[config.mk]
export PLATFORM = sky130hd
export DESIGN_NAME = fetch_stage
export DESIGN_NICKNAME = d
export VERILOG_FILES = /design/src/rtl/fetch_stage.sv
export SDC_FILE = /design/constraint.sdc
export NUM_CORES = 1
export LEC_CHECK = 0
export CORE_MARGIN = 8
export CORE_UTILIZATION = 52
export DETAILED_ROUTE_END_ITERATION = 8
export HOLD_SLACK_MARGIN = 0.03
export MAX_ROUTING_LAYER = met4
export PLACE_DENSITY = 0.8
export SETUP_SLACK_MARGIN = 0.5
export SYNTH_ARGS = -nofsm -noshare
export SYNTH_HDL_FRONTEND = slang
export SYNTH_SLANG_ARGS = --single-unit
[constraint.sdc]
create_clock -name clk -period 9.2 [get_ports clk]
set_input_delay 1.84 -clock clk [delete_from_list [all_inputs] [get_ports clk]]
set_output_delay 1.84 -clock clk [all_outputs]
set_load 0.005 [all_outputs]
[src/rtl/fetch_stage.sv]
// fetch_stage: sequential PC generator with one-outstanding imem req/ack and a DEPTH-entry {pc, instr} FIFO to decode.
module fetch_stage #(
  parameter int ADDR_W = 32,
  parameter int DATA_W = 32,
  parameter logic [ADDR_W-1:0] RESET_PC = '0,
  parameter int DEPTH = 2
) (
  input  logic              clk,
  input  logic              rst,
  output logic              imem_req,
  output logic [ADDR_W-1:0] imem_addr,
  input  logic              imem_ack,
  input  logic [DATA_W-1:0] imem_rdata,
  input  logic              redirect_valid,
  input  logic [ADDR_W-1:0] redirect_pc,
  output logic              out_valid,
  input  logic              out_ready,
  output logic [ADDR_W-1:0] out_pc,
  output logic [DATA_W-1:0] out_instr
);
  localparam int PW = $clog2(DEPTH);
  localparam logic [PW:0] FULL = (PW+1)'(DEPTH);
  localparam logic [ADDR_W-1:0] INC = ADDR_W'(DATA_W/8);
  typedef enum logic [1:0] {IDLE, WAIT, DRAIN} state_t;
  state_t state;
  logic [ADDR_W-1:0] pc;
  logic [ADDR_W-1:0] pc_q [DEPTH];
  logic [DATA_W-1:0] instr_q [DEPTH];
  logic [PW-1:0] rd, wr;
  logic [PW:0] fill;
  logic push, pop;
  // DRAIN never pushes: its ack returns a word fetched before the last redirect.
  assign push = state == WAIT && imem_ack && !redirect_valid;
  assign pop = out_valid && out_ready && !redirect_valid;
  assign out_valid = fill != '0;
  assign out_pc = pc_q[rd];
  assign out_instr = instr_q[rd];
  always_ff @(posedge clk or posedge rst) begin
    if (rst) begin
      state <= IDLE;
      pc <= RESET_PC;
      imem_req <= 1'b0;
      imem_addr <= RESET_PC;
      rd <= '0;
      wr <= '0;
      fill <= '0;
      for (int i = 0; i < DEPTH; i++) begin
        pc_q[i] <= '0;
        instr_q[i] <= '0;
      end
    end else begin
      if (redirect_valid) begin
        rd <= '0;
        wr <= '0;
        fill <= '0;
        pc <= redirect_pc;
      end else begin
        if (push) begin
          pc_q[wr] <= imem_addr;
          instr_q[wr] <= imem_rdata;
          wr <= wr + 1'b1;
          pc <= pc + INC;
        end
        if (pop) rd <= rd + 1'b1;
        fill <= fill + {{PW{1'b0}}, push} - {{PW{1'b0}}, pop};
      end
      // A request is only issued from IDLE, so fill alone is the reserved count there.
      case (state)
        IDLE: if (!redirect_valid && fill < FULL) begin
          state <= WAIT;
          imem_req <= 1'b1;
          imem_addr <= pc;
        end
        WAIT, DRAIN: if (imem_ack) begin
          state <= IDLE;
          imem_req <= 1'b0;
        end else if (redirect_valid) state <= DRAIN;
        default: state <= IDLE;
      endcase
    end
  end
endmodule

==> results.toml, run 1 <==
[status]
status = "complete, no violations"

[power]
vdd_drop_max_uv = 167.6
power_uw = 3715
leakagePower_uw = 0.004792
powerDensity_mw_per_mm2 = 325.1

[clocking]
clkTransAtPathRegs_ns = 0.06
cts_num_sinks = 199
clockRootBuffer = "clkbuf_16"
clock_latency_ns = 0.43
cts_tree = "built"
cts_resized = 0
htree_num_levels = 4
cts_buffer_depth = 2
cts_setup_buffers = 0
cts_hold_buf = 0
cts_buffers = 17

[critical_path]
worstPathCellList = "clkdlybuf4s50_1 > buf_4 > inv_2 > nand3_1 > nor2_4 > buf_4 > mux2_2"
path_buf_inv = 4
r2r_slack_ns = 6.39
end_kind = "flip-flop"
reg2reg_from = "state[1]"
crit_path_top_delay_cell = "nor2_4"
critPathKind = "in2reg"
crit_fanout = 42
cp_data_arrival_time_ns = 4.96
critPathLaunchType = "input port"
crit_top_cell = "buf_4"
path_delay_family = "buffers and inverters"
slowest_delay_ns = 0.70
cp.required_ns = 9.51
worstRegToRegCells = 6
worstReg2RegEnd = "pc_q[55]"

[placement]
place_congestion = 0.8287
port_buffers = 166
dpl_cell_area_mm2 = 0.01074
place_hpwl_mm = 14.04

[timing]
fin_tns_setup_ns = 0
slew_headroom_pct = 35.90
clock.fmax_ghz = 0.2147
skew_ns = 0.007201
hold_ws_ns = 0.5017
drv_slew = 0
fin_crit_sh_pct = 50.62
worst_slew_pin_slew_ns = 0.9587
hold_viol_final = 0
rsz0062_at_grt = "no"
setup_violations = 0
fin_crit_ns = 4.657

[grt]
grt-ovfl-total = 0
grt_max_degree = 125
grt_pass1_wl_mm = 33.70
grt_pass1_vias = 6479
grt_antenna_before_repair = 2
gr-usage-all-layers_pct = 19.97

[finish]
final_area_mm2 = 0.01143
drive_above_1_share_pct = 33.62
layout.nets = 889
area_growth_pct = 28.73

[drt]
drc_errors = 0
routed_wl_mm = 20.59
post_drt_wl_per_cell_um = 19.63
ant_nets = 0
vias = 5949
firstDrtPassIters = 4
via_per_inst = 5.671
drtIter0Drc = 320

[hold_path]
hold-path-cell-count = 1
min_to = "instr_q[40]"
min_path_type = "reg2reg"
hp-start = "instr_q[40]"

[logic_synthesis]
yosysTopAreaCellShare_pct = 56.10
synth_area_mm2 = 0.008876
netlist_instances = 660
synthAdderAreaFrac_pct = 0.8458
synth_nets = 735
synthMuxAreaShare_pct = 28.90
post_synth.cell_area_avg_um2 = 13.45
synth_edf_count = 0
ys_warn_count = 0
synth_compound_area_share_pct = 4.088
seq_area_frac_synth_pct = 56.10
ys_seq_elements = 199
synthArstFlopShare_pct = 100.0
synth_top_family_by_area = "multiplexers"
ys_top_cells_by_area = "dfrtp_1 56%, mux2_2 29%, clkbuf_1 1.4%, a31oi_1 1.1%, nand2_1 1.1%"
synthFlopType = "dfrtp_1"
synth-xor-area-share_pct = 1.480
synth_simple_gate_area_share_pct = 6.541
yosys.area.top_type = "dfrtp_1"
synth_cell_types = 41

[floorplan]
row_count = 47
die_width_um = 146.7
die_h_um = 146.7
start_util_pct = 53.33
core_area_mm2 = 0.01664
die-area_mm2 = 0.02151
ios = 167

[flow_run]
drv_cap = 0
synthesized netlist by cell type (4+ instances only):
| cell | count |
|---|---|
| xor2_1 | 6 |
| and4_1 | 4 |
| a31oi_1 | 16 |
| nor2_1 | 25 |
| nand2_1 | 26 |
| nand4_1 | 9 |
| or2_2 | 4 |
| xnor2_1 | 9 |
| o31ai_1 | 13 |
| ha_1 | 6 |
| nand3_1 | 10 |
| mux2_2 | 226 |
| o21ai_0 | 18 |
| or4_1 | 13 |
| clkbuf_1 | 34 |
| inv_1 | 7 |
| dfrtp_1 | 199 |
layer usage:
layer	track usage, %	wire, um	up-vias	part of all wire (%)
li1	-	-	2704	-
met1	24.14	8847	3019	43
met2	31.89	10230	192	50
met3	4.419	1000	34	4.9
met4	8.295	514	0	2.5
met5	-	0	-	0
layout by cell type, fill, tap and decap left out, types with 2 or more instances in the layout:
cell / synthesis / final
inv_6: 0 / 2
and4_1: 4 / 4
o31ai_1: 13 / 13
nand4_1: 9 / 9
a31oi_1: 16 / 16
nor4_1: 3 / 3
nor2_1: 25 / 24
clkdlybuf4s50_1: 0 / 166
o21ai_0: 18 / 18
or4_1: 13 / 13
clkbuf_16: 0 / 17
nand2_1: 26 / 26
buf_4: 0 / 7
xor2_1: 6 / 6
bufinv_16: 0 / 6
diode_2: 0 / 2
or3_2: 2 / 2
xnor2_1: 9 / 9
or3_1: 3 / 3
nor3_1: 3 / 3
or2_2: 4 / 4
nand3_1: 10 / 10
clkbuf_8: 0 / 3
dfrtp_1: 199 / 198
ha_1: 6 / 6
and3_1: 2 / 2
clkinv_2: 0 / 2
nor2b_1: 2 / 2
mux2_2: 226 / 226
mux2i_1: 2 / 2
inv_1: 7 / 6
worst reg2reg max path: cells and delay by family (launching register included):
| family | cells | cell delay [ns] |
|---|---|---|
| and+or+nand+nor | 2 | 0.88 |
| buffers and inverters | 2 | 0.75 |
| muxes | 1 | 0.41 |
| DFF | 1 | 0.38 |
| adders and majority gates | 1 | 0.28 |
area by class of cell:
type	count	area [um^2]
diodes	2	5.005
flip-flops and latches	199	4981
clock inverters	11	215.2
repair buffers	173	1714
well taps	220	275.3
multi-input cells	415	3727
inverters	8	37.54
clock buffers	21	470.5
fillers	1164	5216
logic make-up after synthesis:
family / count (synthesis)
xor+xnor: 15
buf+inv: 46
compound gates: 56
simple gates: 110
fa+ha+maj: 6
mux: 228
flops: 199
worst max-delay path by stage:
stage | from | end | slack [ns] | cells after the start
floorplan | rst | fill[0] | 1.93 | 1
global placement | redirect_valid | instr_q[57] | 4.14 | 7
detailed placement | redirect_valid | instr_q[57] | 4.08 | 7
CTS | redirect_valid | instr_q[47] | 4.54 | 7
global route | redirect_valid | instr_q[46] | 4.35 | 7
finish | redirect_valid | pc_q[55] | 4.54 | 7
sequential cells by signal (all words and copies together) (netlist names):
name       count
fill           2
imem_addr     32
imem_req       1
instr_q       64
pc            32
pc_q          64
rd             1
state          2
wr             1
per-stage QoR:
stage	cells	util [%]	worst slack, ns
floorplan	660	-	1.934
global placement	1015	64.51	4.141
detailed placement	1015	64.51	4.085
CTS	1047	68.63	4.544
global route	1049	68.66	4.353
finish	1049	68.66	4.543
report_power, final:
part	total [uW]	internal (uW)	switching, uW
combinational	1380	924	457
clock	851	533	318
sequential	1480	1240	246
total	3710	2690	1020
Power figures use the tool's default switching activity.
==> run 2, diff against run 1 <==
CORE_UTILIZATION = 47   (was 52)
PLACE_DENSITY = 0.76   (was 0.8)
clock period = 4 ns   (was 9.2 ns; I/O delays follow)
==> run 2 against run 1 <==
Compared with the run above:
- utilization down 7.2 points
- die area grew 9.5%
- power rose by 130%
- setup slack worse by 3.8 ns
- largest power group unchanged
- clock-buffer cell count down 2
- critical path depth decreased by 4
- hold slack lost 0.0011 ns
- flip-flop and latch count is the same
- design area up 0.33%
- critical path type is now reg2out
- sequential power rose by 130%
==> results.toml, run 2 (synthesized netlist as in run 1, its figures left out) <==
[status]
status = "complete, no violations"

[power]
vdd_drop_max_uv = 400.4
power_frac_clock_pct = 21.6
p_switching_uw = 2368
powerDensity_mw_per_mm2 = 734.9
internal-power_uw = 6057
leakagePower_uw = 0.004798
seq_power_share_pct = 40.4
combPwrFrac_pct = 37.9
switching_share_pct = 28.11

[timing]
hold_ws_ns = 0.5005
postLayoutSetupSlackWorst_ns = 0.7285
skew_ns = 0.008226
rsz0062_at_grt = "no"
worst_slew_pin_slew_ns = 0.9883
fin_tns_setup_ns = 0
drv_slew = 0
hold_viol_final = 0
fin_crit_ns = 3.271
clock.fmax_ghz = 0.3057
setup_violations = 0
slew_headroom_pct = 33.97
fin_crit_sh_pct = 81.79

[placement]
port_buffers = 166
dp_slack_ns = 0.9479
dp.cells = 1035
place_hpwl_mm = 14.70
place_congestion = 0.8665

[critical_path]
critPathLaunchType = "flip-flop"
crit_fanout = 39
cp.required_ns = 3.20
end_kind = "output pin"
cp_data_arrival_time_ns = 2.47
critPathKind = "reg2out"
crit_path_top_delay_cell = "dfrtp_2"
worstPathCellList = "buf_12 > mux2_2 > clkdlybuf4s50_1"
slowest_delay_ns = 0.83

[clocking]
cts_buffers = 17
htree_num_levels = 4
clock_latency_ns = 0.43
cts_num_sinks = 199
cts_hold_buf = 0
cts_tree = "built"
clockRootBuffer = "clkbuf_16"
clkTransAtPathRegs_ns = 0.07
cts_buffer_depth = 2
cts_resized = 0
cts_setup_buffers = 0

[grt]
grt_pass1_vias = 6623
grt_max_degree = 60
grt_pass1_wl_mm = 34.57
grt-ovfl-total = 0
gr-usage-all-layers_pct = 18.78
grt_antenna_before_repair = 0

[drt]
routed_wl_mm = 20.97
vias = 5932
firstDrtPassIters = 4
drtIter0Drc = 237
post_drt_wl_per_cell_um = 19.66
ant_nets = 0
via_per_inst = 5.560
drc_errors = 0

[hold_path]
min_path_type = "reg2reg"

[flow_run]
drv_cap = 0

[floorplan]
die-area_mm2 = 0.02354
ios = 167
core_area_mm2 = 0.01864
start_util_pct = 47.61
die_width_um = 153.4
row_count = 50
die_h_um = 153.4

[finish]
finish.utilization_pct = 61.49
layout.nets = 895
fill_cells = 1421
area_growth_pct = 29.15
drive_above_1_share_pct = 34.09
antenna_cells = 0
final_cell_mix = "226 x mux2_2, 198 x dfrtp_1, 166 x clkdlybuf4s50_1"
fin_cells = 1067
final_common_cell = "mux2_2"
reg_top3 = "instr_q: 64 flops, pc_q: 64 flops"
-- run 2: cell count changes in the layout (fill, tap and decap cells not counted), moves of 2 or more --
cell / delta
buf_12: +3
bufinv_16: -2
inv_6: +3
clkinvlp_4: +2
diode_2: -2
clkbuf_8: -2
buf_4: +3
-- run 2: final timing paths --
| path | start | end | slack (ns) | depth (start not counted) |
|---|---|---|---|---|
| worst max-delay path | rd | out_pc[28] | 0.73 | 3 |
| worst min-delay path | pc_q[25] | pc_q[25] | 0.50 | 1 |
| worst max register to register | state[1] | pc[31] | 1.59 | 6 |
| worst min register to register | pc_q[25] | pc_q[25] | 0.50 | 1 |
| max in group asynchronous | rst | instr_q[22] | 2.21 | 3 |
| min in group asynchronous | rst | pc_q[54] | 0.94 | 2 |
-- run 2: stage by stage --
stage,power [uW],area (um^2)
CTS,8528,11460
global placement,6512,10830
global route,8929,11460
floorplan,4942,8880
finish,8425,11460
detailed placement,6674,10830
-- run 2: layout make-up --
type	count	area, um^2	area share, %
clock buffers	19	442.9	3.864
clock inverters	13	188.9	1.648
inverters	8	33.78	0.2947
multi-input cells	415	3727	32.51
flip-flops and latches	199	4981	43.45
well taps	234	292.8	2.554
repair buffers	179	1797	15.67
-- run 2: worst max-delay path, delay by kind of cell (launching register included) --
| kind | cells | cell delay (ns) |
|---|---|---|
| muxes | 1 | 0.38 |
| buffers and inverters | 2 | 0.82 |
| DFF | 1 | 0.83 |
-- run 2: power groups by stage --
| stage | combinational (uW) | sequential (uW) | clock (uW) |
|---|---|---|---|
| after global routing | 3440 | 3530 | 1960 |
| final | 3200 | 3400 | 1820 |
| after CTS | 3250 | 3420 | 1860 |
| after detailed placement | 3230 | 3450 | 0 |
| after global placement | 3140 | 3370 | 0 |
| after floorplan | 1700 | 3240 | 0 |
-- run 2: per-layer routing --
layer	vias to the layer above	part of all wire (%)	GRT usage, %
met4	0	1.3	5.086
met3	26	4.7	4.426
li1	2709	-	-
met5	-	0	-
met1	3038	45	23.13
met2	159	49	30.64
